### src/rtl/hazard_stall_ctrl_pkg.sv
// Shared encodings for the semiMIPS hazard/stall controller: FSM states and
// the opcode/funct values the instruction classifier looks for.
package hazard_stall_ctrl_pkg;

   typedef enum logic {
      RUN    = 1'b0,
      MDWAIT = 1'b1
   } state_e;

   localparam logic [5:0] OP_RTYPE = 6'h00;
   localparam logic [5:0] OP_BEQ   = 6'h04;
   localparam logic [5:0] OP_BNE   = 6'h05;
   localparam logic [5:0] OP_SW    = 6'h2B;

   localparam logic [5:0] FN_MULT  = 6'h18;
   localparam logic [5:0] FN_MULTU = 6'h19;
   localparam logic [5:0] FN_DIV   = 6'h1A;
   localparam logic [5:0] FN_DIVU  = 6'h1B;
   localparam logic [5:0] FN_MFHI  = 6'h10;
   localparam logic [5:0] FN_MFLO  = 6'h12;

endpackage

### src/rtl/hazard_stall_ctrl_if.sv
// Pipeline-side bundle of the hazard controller: IF/ID and ID/EX hazard
// inputs from the datapath and the enables/flushes sent back to it.
interface hazard_stall_ctrl_if #(
   parameter int STALL_W = 16
);
   logic [31:0]        ifidins;
   logic               idexmemrd;
   logic [4:0]         idexrt;
   logic               exbrtaken;
   logic               pcwr;
   logic               ifidwr;
   logic               ifidflush;
   logic               idexflush;
   logic               mdstart;
   logic               mdbusy;
   logic [STALL_W-1:0] stallcnt;

   // Datapath side: presents pipeline state, consumes the controls.
   modport master (
      output ifidins, idexmemrd, idexrt, exbrtaken,
      input  pcwr, ifidwr, ifidflush, idexflush, mdstart, mdbusy, stallcnt
   );

   // Controller side.
   modport slave (
      input  ifidins, idexmemrd, idexrt, exbrtaken,
      output pcwr, ifidwr, ifidflush, idexflush, mdstart, mdbusy, stallcnt
   );
endinterface

### src/rtl/hazard_stall_ctrl_ins_class_decode.sv
// Combinational classifier for the instruction sitting in IF/ID: register
// fields plus the few instruction classes that matter for hazard detection.
module ins_class_decode
   import hazard_stall_ctrl_pkg::*;
(
   input  logic [31:0] ins_i,
   output logic [4:0]  rs_o,
   output logic [4:0]  rt_o,
   output logic        usesrt_o,
   output logic        md_o,
   output logic        mfhilo_o
);
   logic [5:0] op;
   logic [5:0] fn;
   logic       unused_fields;

   assign op = ins_i[31:26];
   assign fn = ins_i[5:0];
   assign rs_o = ins_i[25:21];
   assign rt_o = ins_i[20:16];
   // rd/shamt/immediate bits carry no hazard information here.
   assign unused_fields = ^ins_i[15:6];

   // Class flags: rt is a source only for R-type, beq/bne and sw.
   always_comb begin
      usesrt_o = (op == OP_RTYPE) || (op == OP_BEQ) || (op == OP_BNE) || (op == OP_SW);
      md_o     = (op == OP_RTYPE) &&
                 ((fn == FN_MULT) || (fn == FN_MULTU) || (fn == FN_DIV) || (fn == FN_DIVU));
      mfhilo_o = (op == OP_RTYPE) && ((fn == FN_MFHI) || (fn == FN_MFLO));
   end
endmodule

### src/rtl/hazard_stall_ctrl.sv
// Hazard sequencing for the 5-stage semiMIPS pipeline: load-use bubble,
// mult/div busy window, taken-branch flush, and a saturating stall counter.
module hazard_stall_ctrl
   import hazard_stall_ctrl_pkg::*;
#(
   parameter int MD_LATENCY = 32,
   parameter int STALL_W    = 16
) (
   input logic                 clk,
   input logic                 rst,
   hazard_stall_ctrl_if.slave  bus
);
   localparam logic [7:0] MD_INIT = 8'(MD_LATENCY - 1);

   state_e             state_q, state_d;
   logic [7:0]         mdcnt_q, mdcnt_d;
   logic [STALL_W-1:0] stallcnt_q, stallcnt_d;

   logic [4:0] rs, rt;
   logic       usesrt, md, mfhilo;
   logic       loaduse, stall;
   logic       pcwr, ifidwr, ifidflush, idexflush, mdstart;

   ins_class_decode u_dec (
      .ins_i    (bus.ifidins),
      .rs_o     (rs),
      .rt_o     (rt),
      .usesrt_o (usesrt),
      .md_o     (md),
      .mfhilo_o (mfhilo)
   );

   // Hazard detection: a load into a register read by ID, or an md/mfhi/mflo
   // in ID while the unit is still busy.
   always_comb begin
      loaduse = bus.idexmemrd && (bus.idexrt != 5'd0) &&
                ((bus.idexrt == rs) || (usesrt && (bus.idexrt == rt)));
      stall   = loaduse || ((state_q == MDWAIT) && (md || mfhilo));
   end

   // Pipeline controls by priority: reset, taken branch, stall, normal flow.
   // The branch wins over a stall because the ID instruction is discarded.
   always_comb begin
      pcwr      = 1'b1;
      ifidwr    = 1'b1;
      ifidflush = 1'b0;
      idexflush = 1'b0;
      mdstart   = 1'b0;
      if (rst) begin
         pcwr      = 1'b0;
         ifidwr    = 1'b0;
         ifidflush = 1'b1;
         idexflush = 1'b1;
      end else if (bus.exbrtaken) begin
         ifidflush = 1'b1;
         idexflush = 1'b1;
      end else if (stall) begin
         pcwr      = 1'b0;
         ifidwr    = 1'b0;
         idexflush = 1'b1;
      end else begin
         mdstart   = md && (state_q == RUN);
      end
   end

   // Busy-window sequencing and stall accounting. A branch in EX never ends
   // the window: the issued mult/div is older than the branch.
   always_comb begin
      state_d    = state_q;
      mdcnt_d    = mdcnt_q;
      stallcnt_d = stallcnt_q;
      case (state_q)
         RUN: begin
            if (mdstart) begin
               state_d = MDWAIT;
               mdcnt_d = MD_INIT;
            end
         end
         MDWAIT: begin
            mdcnt_d = mdcnt_q - 8'd1;
            if (mdcnt_q == 8'd1) begin
               state_d = RUN;
            end
         end
         default: state_d = RUN;
      endcase
      if (!pcwr && (stallcnt_q != '1)) begin
         stallcnt_d = stallcnt_q + 1'b1;
      end
   end

   // State registers; reset abandons any in-flight mult/div window.
   always_ff @(posedge clk) begin
      if (rst) begin
         state_q    <= RUN;
         mdcnt_q    <= 8'd0;
         stallcnt_q <= '0;
      end else begin
         state_q    <= state_d;
         mdcnt_q    <= mdcnt_d;
         stallcnt_q <= stallcnt_d;
      end
   end

   assign bus.pcwr      = pcwr;
   assign bus.ifidwr    = ifidwr;
   assign bus.ifidflush = ifidflush;
   assign bus.idexflush = idexflush;
   assign bus.mdstart   = mdstart;
   assign bus.mdbusy    = !rst && (state_q == MDWAIT);
   assign bus.stallcnt  = stallcnt_q;
endmodule

### src/flat_wrapper.sv
// flat-port wrapper written by rule: the top's interface ports become plain ports
module hazard_stall_ctrl_flat import hazard_stall_ctrl_pkg::*;
#(
   parameter int MD_LATENCY = 32,
   parameter int STALL_W    = 16
)
  (clk, rst, bus_ifidins, bus_idexmemrd, bus_idexrt, bus_exbrtaken, bus_pcwr, bus_ifidwr, bus_ifidflush, bus_idexflush, bus_mdstart, bus_mdbusy, bus_stallcnt);
  hazard_stall_ctrl_if #(.STALL_W(STALL_W)) bus_i ();
  input logic clk;
  input logic rst;
  input wire logic [$bits(bus_i.ifidins)-1:0] bus_ifidins;
  input wire logic [$bits(bus_i.idexmemrd)-1:0] bus_idexmemrd;
  input wire logic [$bits(bus_i.idexrt)-1:0] bus_idexrt;
  input wire logic [$bits(bus_i.exbrtaken)-1:0] bus_exbrtaken;
  output wire logic [$bits(bus_i.pcwr)-1:0] bus_pcwr;
  output wire logic [$bits(bus_i.ifidwr)-1:0] bus_ifidwr;
  output wire logic [$bits(bus_i.ifidflush)-1:0] bus_ifidflush;
  output wire logic [$bits(bus_i.idexflush)-1:0] bus_idexflush;
  output wire logic [$bits(bus_i.mdstart)-1:0] bus_mdstart;
  output wire logic [$bits(bus_i.mdbusy)-1:0] bus_mdbusy;
  output wire logic [$bits(bus_i.stallcnt)-1:0] bus_stallcnt;
  assign bus_i.ifidins = bus_ifidins;
  assign bus_i.idexmemrd = bus_idexmemrd;
  assign bus_i.idexrt = bus_idexrt;
  assign bus_i.exbrtaken = bus_exbrtaken;
  assign bus_pcwr = bus_i.pcwr;
  assign bus_ifidwr = bus_i.ifidwr;
  assign bus_ifidflush = bus_i.ifidflush;
  assign bus_idexflush = bus_i.idexflush;
  assign bus_mdstart = bus_i.mdstart;
  assign bus_mdbusy = bus_i.mdbusy;
  assign bus_stallcnt = bus_i.stallcnt;
  hazard_stall_ctrl #(.MD_LATENCY(MD_LATENCY), .STALL_W(STALL_W)) u_core (.clk(clk), .rst(rst), .bus(bus_i));
endmodule
### config.mk
export PLATFORM = sky130hd
export DESIGN_NAME = hazard_stall_ctrl_flat
export DESIGN_NICKNAME = d
export VERILOG_FILES = /design/src/rtl/hazard_stall_ctrl_pkg.sv /design/src/rtl/hazard_stall_ctrl_if.sv /design/src/rtl/hazard_stall_ctrl_ins_class_decode.sv /design/src/rtl/hazard_stall_ctrl.sv /design/src/flat_wrapper.sv
export SDC_FILE = /design/constraint.sdc
export NUM_CORES = 1
export LEC_CHECK = 0
export CORE_ASPECT_RATIO = 0.8
export CORE_UTILIZATION = 38
export DETAILED_ROUTE_END_ITERATION = 10
export PLACE_DENSITY = 0.72
export SLEW_MARGIN = 20
export SYNTH_ARGS = -nofsm -noshare
export SYNTH_HDL_FRONTEND = slang
export SYNTH_SLANG_ARGS = --single-unit
### constraint.sdc
create_clock -name clk -period 2.9 [get_ports clk]
set_input_delay 0.29 -clock clk [delete_from_list [all_inputs] [get_ports clk]]
set_output_delay 0.29 -clock clk [all_outputs]
set_load 0.01 [all_outputs]
==> results.yml <==
yosys:
  syn_area_um2: 1565
  postSynth.asyncResetShare_pct: 0
  synth-seq-area-share_pct: 31.97
  synth-main-ff-cell: "sky130_fd_sc_hd__dfxtp_1"
  syn_area_per_cell_um2: 8.027
  post_synth_inst_count: 195
  synth.yosys.warnings: 0
  mappedNetlistNets: 239
  synthDistinctLibCells: 38
  count_of_flip_flops_with_a_built_in_enable_after_synthesis: 0
  synth-seq-cells: 25
worst_setup_path:
  crit_path_start: "bus_idexrt[0]"
  critical_path.startpoint_type: "input port"
  crit_path_end: "bus_idexflush"
  critPathArrivalTime_ns: 2.52
  r2r-start: "u_core.bus.stallcnt[0]$_SDFFE_PP0P_"
  crit_fanout: 3
  worstPathRequired_ns: 2.61
  timing.reg2reg.worst_path_depth: 7
  critPathCaptureType: "primary output"
  r2r-end: "u_core.bus.stallcnt[3]$_SDFFE_PP0P_"
  critical_path_class: "input port to primary output"
  setup.reg_to_reg.worst_slack_ns: 0.71
power:
  switching_share_pct: 25.27
  power-per-cell-area_nw_per_um2: 300.6
  power.switching_w: 0.0001713
  sequentialPowerShare_pct: 50.7
  pwr-share-comb_pct: 17.0
  reported_leakage_power_nw: 0.7468
  pwr-share-clk_pct: 32.4
  power_report.internal_total_w: 0.0005067
  vdd_drop_max_mv: 0.1760
run:
  cap_viol_max_count: 0
drt:
  vias_per_cell: 5.524
  route.vias.total: 1696
  detailed_router_iteration_count_before_antenna_repair: 4
  per_cell_routed_wire_length_um: 13.13
  totalWireLength_mm: 4.032
  detailedRoute.firstIterationViolations: 111
  drcViolationCount: 0
  detail_route_antenna_nets: 0
finish:
  post-route-util_pct: 58.16
  drive_above_1_share_pct: 9.921
  multiInputGateArea_um2: 999.7
  area_growth_pct: 44.12
  final_cell_count_no_fill: 307
  fin_nets: 297
  inserted_diodes: 0
  layout.filler_cells: 358
  sequential_cell_area_um2: 500.5
  stdcell_area_um2: 2256
clocking:
  clock_pin_slew_on_the_worst_setup_and_hold_paths_ns: 0.10
  tritoncts.num_buffers: 3
  max-clock-path-buffers: 2
  cts_hold_buf: 0
  cts-htree-levels: 1
  clock_sink_count: 25
  clkLatencyLatePin_ns: 0.28
  postCtsSetupBuffers: 0
  cts.root.buffer_cell: "sky130_fd_sc_hd__clkbuf_8"
  tritoncts_clock_tree: "yes"
timing:
  max_slew.worst_pin.slew_ns: 0.6765
  setup_viol_count_final: 0
  slew_headroom_pct: 54.49
  time_the_final_worst_path_needs_with_i_o_delays_and_setup_ns: 2.807
  hold_ws_ns: 0.4948
  period_share_pct: 96.81
  fmax_achieved_mhz: 356.2
  rsz0062_at_grt: "no"
  finalHoldViolCount: 0
  finalClockSkew_ns: 0.008652
  final_max_slew_viol_count: 0
floorplan:
  die_width_um: 73.76
  initial_utilization_pct: 40.35
  ios: 63
  die_y_um: 59.41
  dieArea_um2: 4381
  floorplan.core_area_um2: 3879
  floorplan.rows: 20
placed_design:
  dpl-instance-area_um2: 2185
  dpl.hpwl_mm: 3.071
  port-buffer-count: 51
  gp_routability_congestion: 0.7442
  placed_cells_incl_taps: 303
global_route:
  vias_in_the_first_global_route: 1514
  wire_length_of_the_first_global_routing_pass_mm: 6.789
  largest_net_degree_at_the_start_of_global_routing: 28
  number_of_antenna_violations_at_the_first_check_in_global_routing: 0
  grtUsageTotal_pct: 19.88
  gr-total-overflow: 0
min_path:
  worstHoldPathType: "flop to flop"
run_status:
  outcome: "complete, no violations"
flip-flops by register name (all words and copies together), names as in the netlist:
signal               count
u_core.bus.stallcnt     16
u_core.state_q           1
u_core.mdcnt_q           8
critical path, stage by stage:
cell and delay, ns:
sky130_fd_sc_hd__clkdlybuf4s50_1 0.42, sky130_fd_sc_hd__or4_1 0.55, sky130_fd_sc_hd__o21ai_1 0.20, sky130_fd_sc_hd__o21ba_2 0.21, sky130_fd_sc_hd__or3_1 0.33, sky130_fd_sc_hd__clkdlybuf4s50_1 0.51
Yosys cell counts, types with 3 or more instances:
library cell,n,area (µm²)
sky130_fd_sc_hd__inv_1,10,37.54
sky130_fd_sc_hd__nor3_1,5,25.02
sky130_fd_sc_hd__nand2_1,17,63.81
sky130_fd_sc_hd__clkbuf_1,7,26.28
sky130_fd_sc_hd__o211ai_1,6,45.04
sky130_fd_sc_hd__xnor2_1,7,61.31
sky130_fd_sc_hd__o21ai_0,4,20.02
sky130_fd_sc_hd__xor2_1,3,26.28
sky130_fd_sc_hd__nand3_1,11,55.05
sky130_fd_sc_hd__nor4_1,4,25.02
sky130_fd_sc_hd__and3_1,3,18.77
sky130_fd_sc_hd__nor2_1,8,30.03
sky130_fd_sc_hd__ha_1,3,37.54
sky130_fd_sc_hd__dfxtp_1,25,500.5
sky130_fd_sc_hd__nand4_1,8,50.05
sky130_fd_sc_hd__a21oi_1,15,75.07
sky130_fd_sc_hd__o31ai_1,10,75.07
sky130_fd_sc_hd__o31a_1,4,35.03
sky130_fd_sc_hd__or4_1,16,120.1
sky130_fd_sc_hd__or3_1,7,43.79
placed cells by master (no fill, tap or decap), types with 2 or more instances in the layout:
master	n
sky130_fd_sc_hd__nand3_1	11
sky130_fd_sc_hd__inv_1	10
sky130_fd_sc_hd__o31a_1	4
sky130_fd_sc_hd__a31oi_1	2
sky130_fd_sc_hd__o21a_1	2
sky130_fd_sc_hd__o41ai_1	2
sky130_fd_sc_hd__a21oi_1	15
sky130_fd_sc_hd__nor4_1	4
sky130_fd_sc_hd__or3_1	7
sky130_fd_sc_hd__dfxtp_1	25
sky130_fd_sc_hd__nand2b_1	2
sky130_fd_sc_hd__nor3_2	2
sky130_fd_sc_hd__nand2_1	17
sky130_fd_sc_hd__xnor2_1	7
sky130_fd_sc_hd__ha_1	3
sky130_fd_sc_hd__o21ai_0	4
sky130_fd_sc_hd__nand4_1	8
sky130_fd_sc_hd__o31ai_1	9
sky130_fd_sc_hd__and3_1	3
sky130_fd_sc_hd__clkbuf_8	3
sky130_fd_sc_hd__buf_4	12
sky130_fd_sc_hd__o211ai_1	6
sky130_fd_sc_hd__xor2_1	3
sky130_fd_sc_hd__nor3_1	3
sky130_fd_sc_hd__or4_1	16
sky130_fd_sc_hd__nor2_1	8
sky130_fd_sc_hd__clkdlybuf4s50_1	51
cell type report:
type	instances	area share, %
repair buffers	63	26.62
well taps	55	3.050
inverters	10	1.664
clock buffers	3	1.830
flip-flops and latches	25	22.19
multi-input cells	150	44.32
clock inverters	1	0.3328
logic make-up (layout without fill, tap and decap cells):
family,Yosys count,in the layout,share of synthesized area [%]
DFF,25,25,31.97
adders and majority gates,3,3,2.398
muxes,1,1,0.9590
AOI/OAI and AO/OA,48,48,20.38
buffers and inverters,20,77,5.596
xor gates and xnor gates,10,10,5.596
and+or+nand+nor,88,88,33.09
power groups by stage:
stage	Sequential, W	Combinational [W]	Clock (W)
2_1_floorplan	0.000352	0.0000457	0
6_report	0.000344	0.000115	0.000219
5_1_grt	0.000344	0.000124	0.000239
3_5_place_dp	0.000352	0.000112	0
4_1_cts	0.000344	0.000113	0.000225
3_3_place_gp	0.000352	0.000111	0
routing by layer:
layer	GRT usage (%)	wire length [µm]
met1	27.77	1995
met2	30.80	1689
met3	5.272	318
met4	4.121	27
met5	0	0
through the flow:
step	total power (W)	worst slack [ns]	TNS, ns
final	0.0006780	0.09254	0
after global routing	0.0007069	0.01057	0
after CTS	0.0006822	0.01328	0
after detailed placement	0.0004638	-0.01308	-0.02097
after global placement	0.0004622	0.03856	0
after floorplan	0.0003973	0.6249	0
worst min path at each step:
stage,start,to,slack (ns),cells after the start
after global routing,u_core.bus.stallcnt[11]$_SDFFE_PP0P_,u_core.bus.stallcnt[11]$_SDFFE_PP0P_,0.52,2
after CTS,u_core.mdcnt_q[7]$_SDFFE_PP0P_,u_core.mdcnt_q[7]$_SDFFE_PP0P_,0.49,2
final,u_core.mdcnt_q[6]$_SDFFE_PP0P_,u_core.mdcnt_q[6]$_SDFFE_PP0P_,0.49,2
after global placement,u_core.mdcnt_q[6]$_SDFFE_PP0P_,u_core.mdcnt_q[6]$_SDFFE_PP0P_,0.47,2
after floorplan,u_core.mdcnt_q[6]$_SDFFE_PP0P_,u_core.mdcnt_q[6]$_SDFFE_PP0P_,0.46,2
after detailed placement,u_core.mdcnt_q[6]$_SDFFE_PP0P_,u_core.mdcnt_q[6]$_SDFFE_PP0P_,0.48,2
timing repair:
action / 4_1_cts / 5_1_grt
pin swaps: 0 / 1
endpoints found under the setup margin: 2 / 4
gates resized for setup: 1 / 3
No activity file was read; power rests on OpenSTA's default activity.
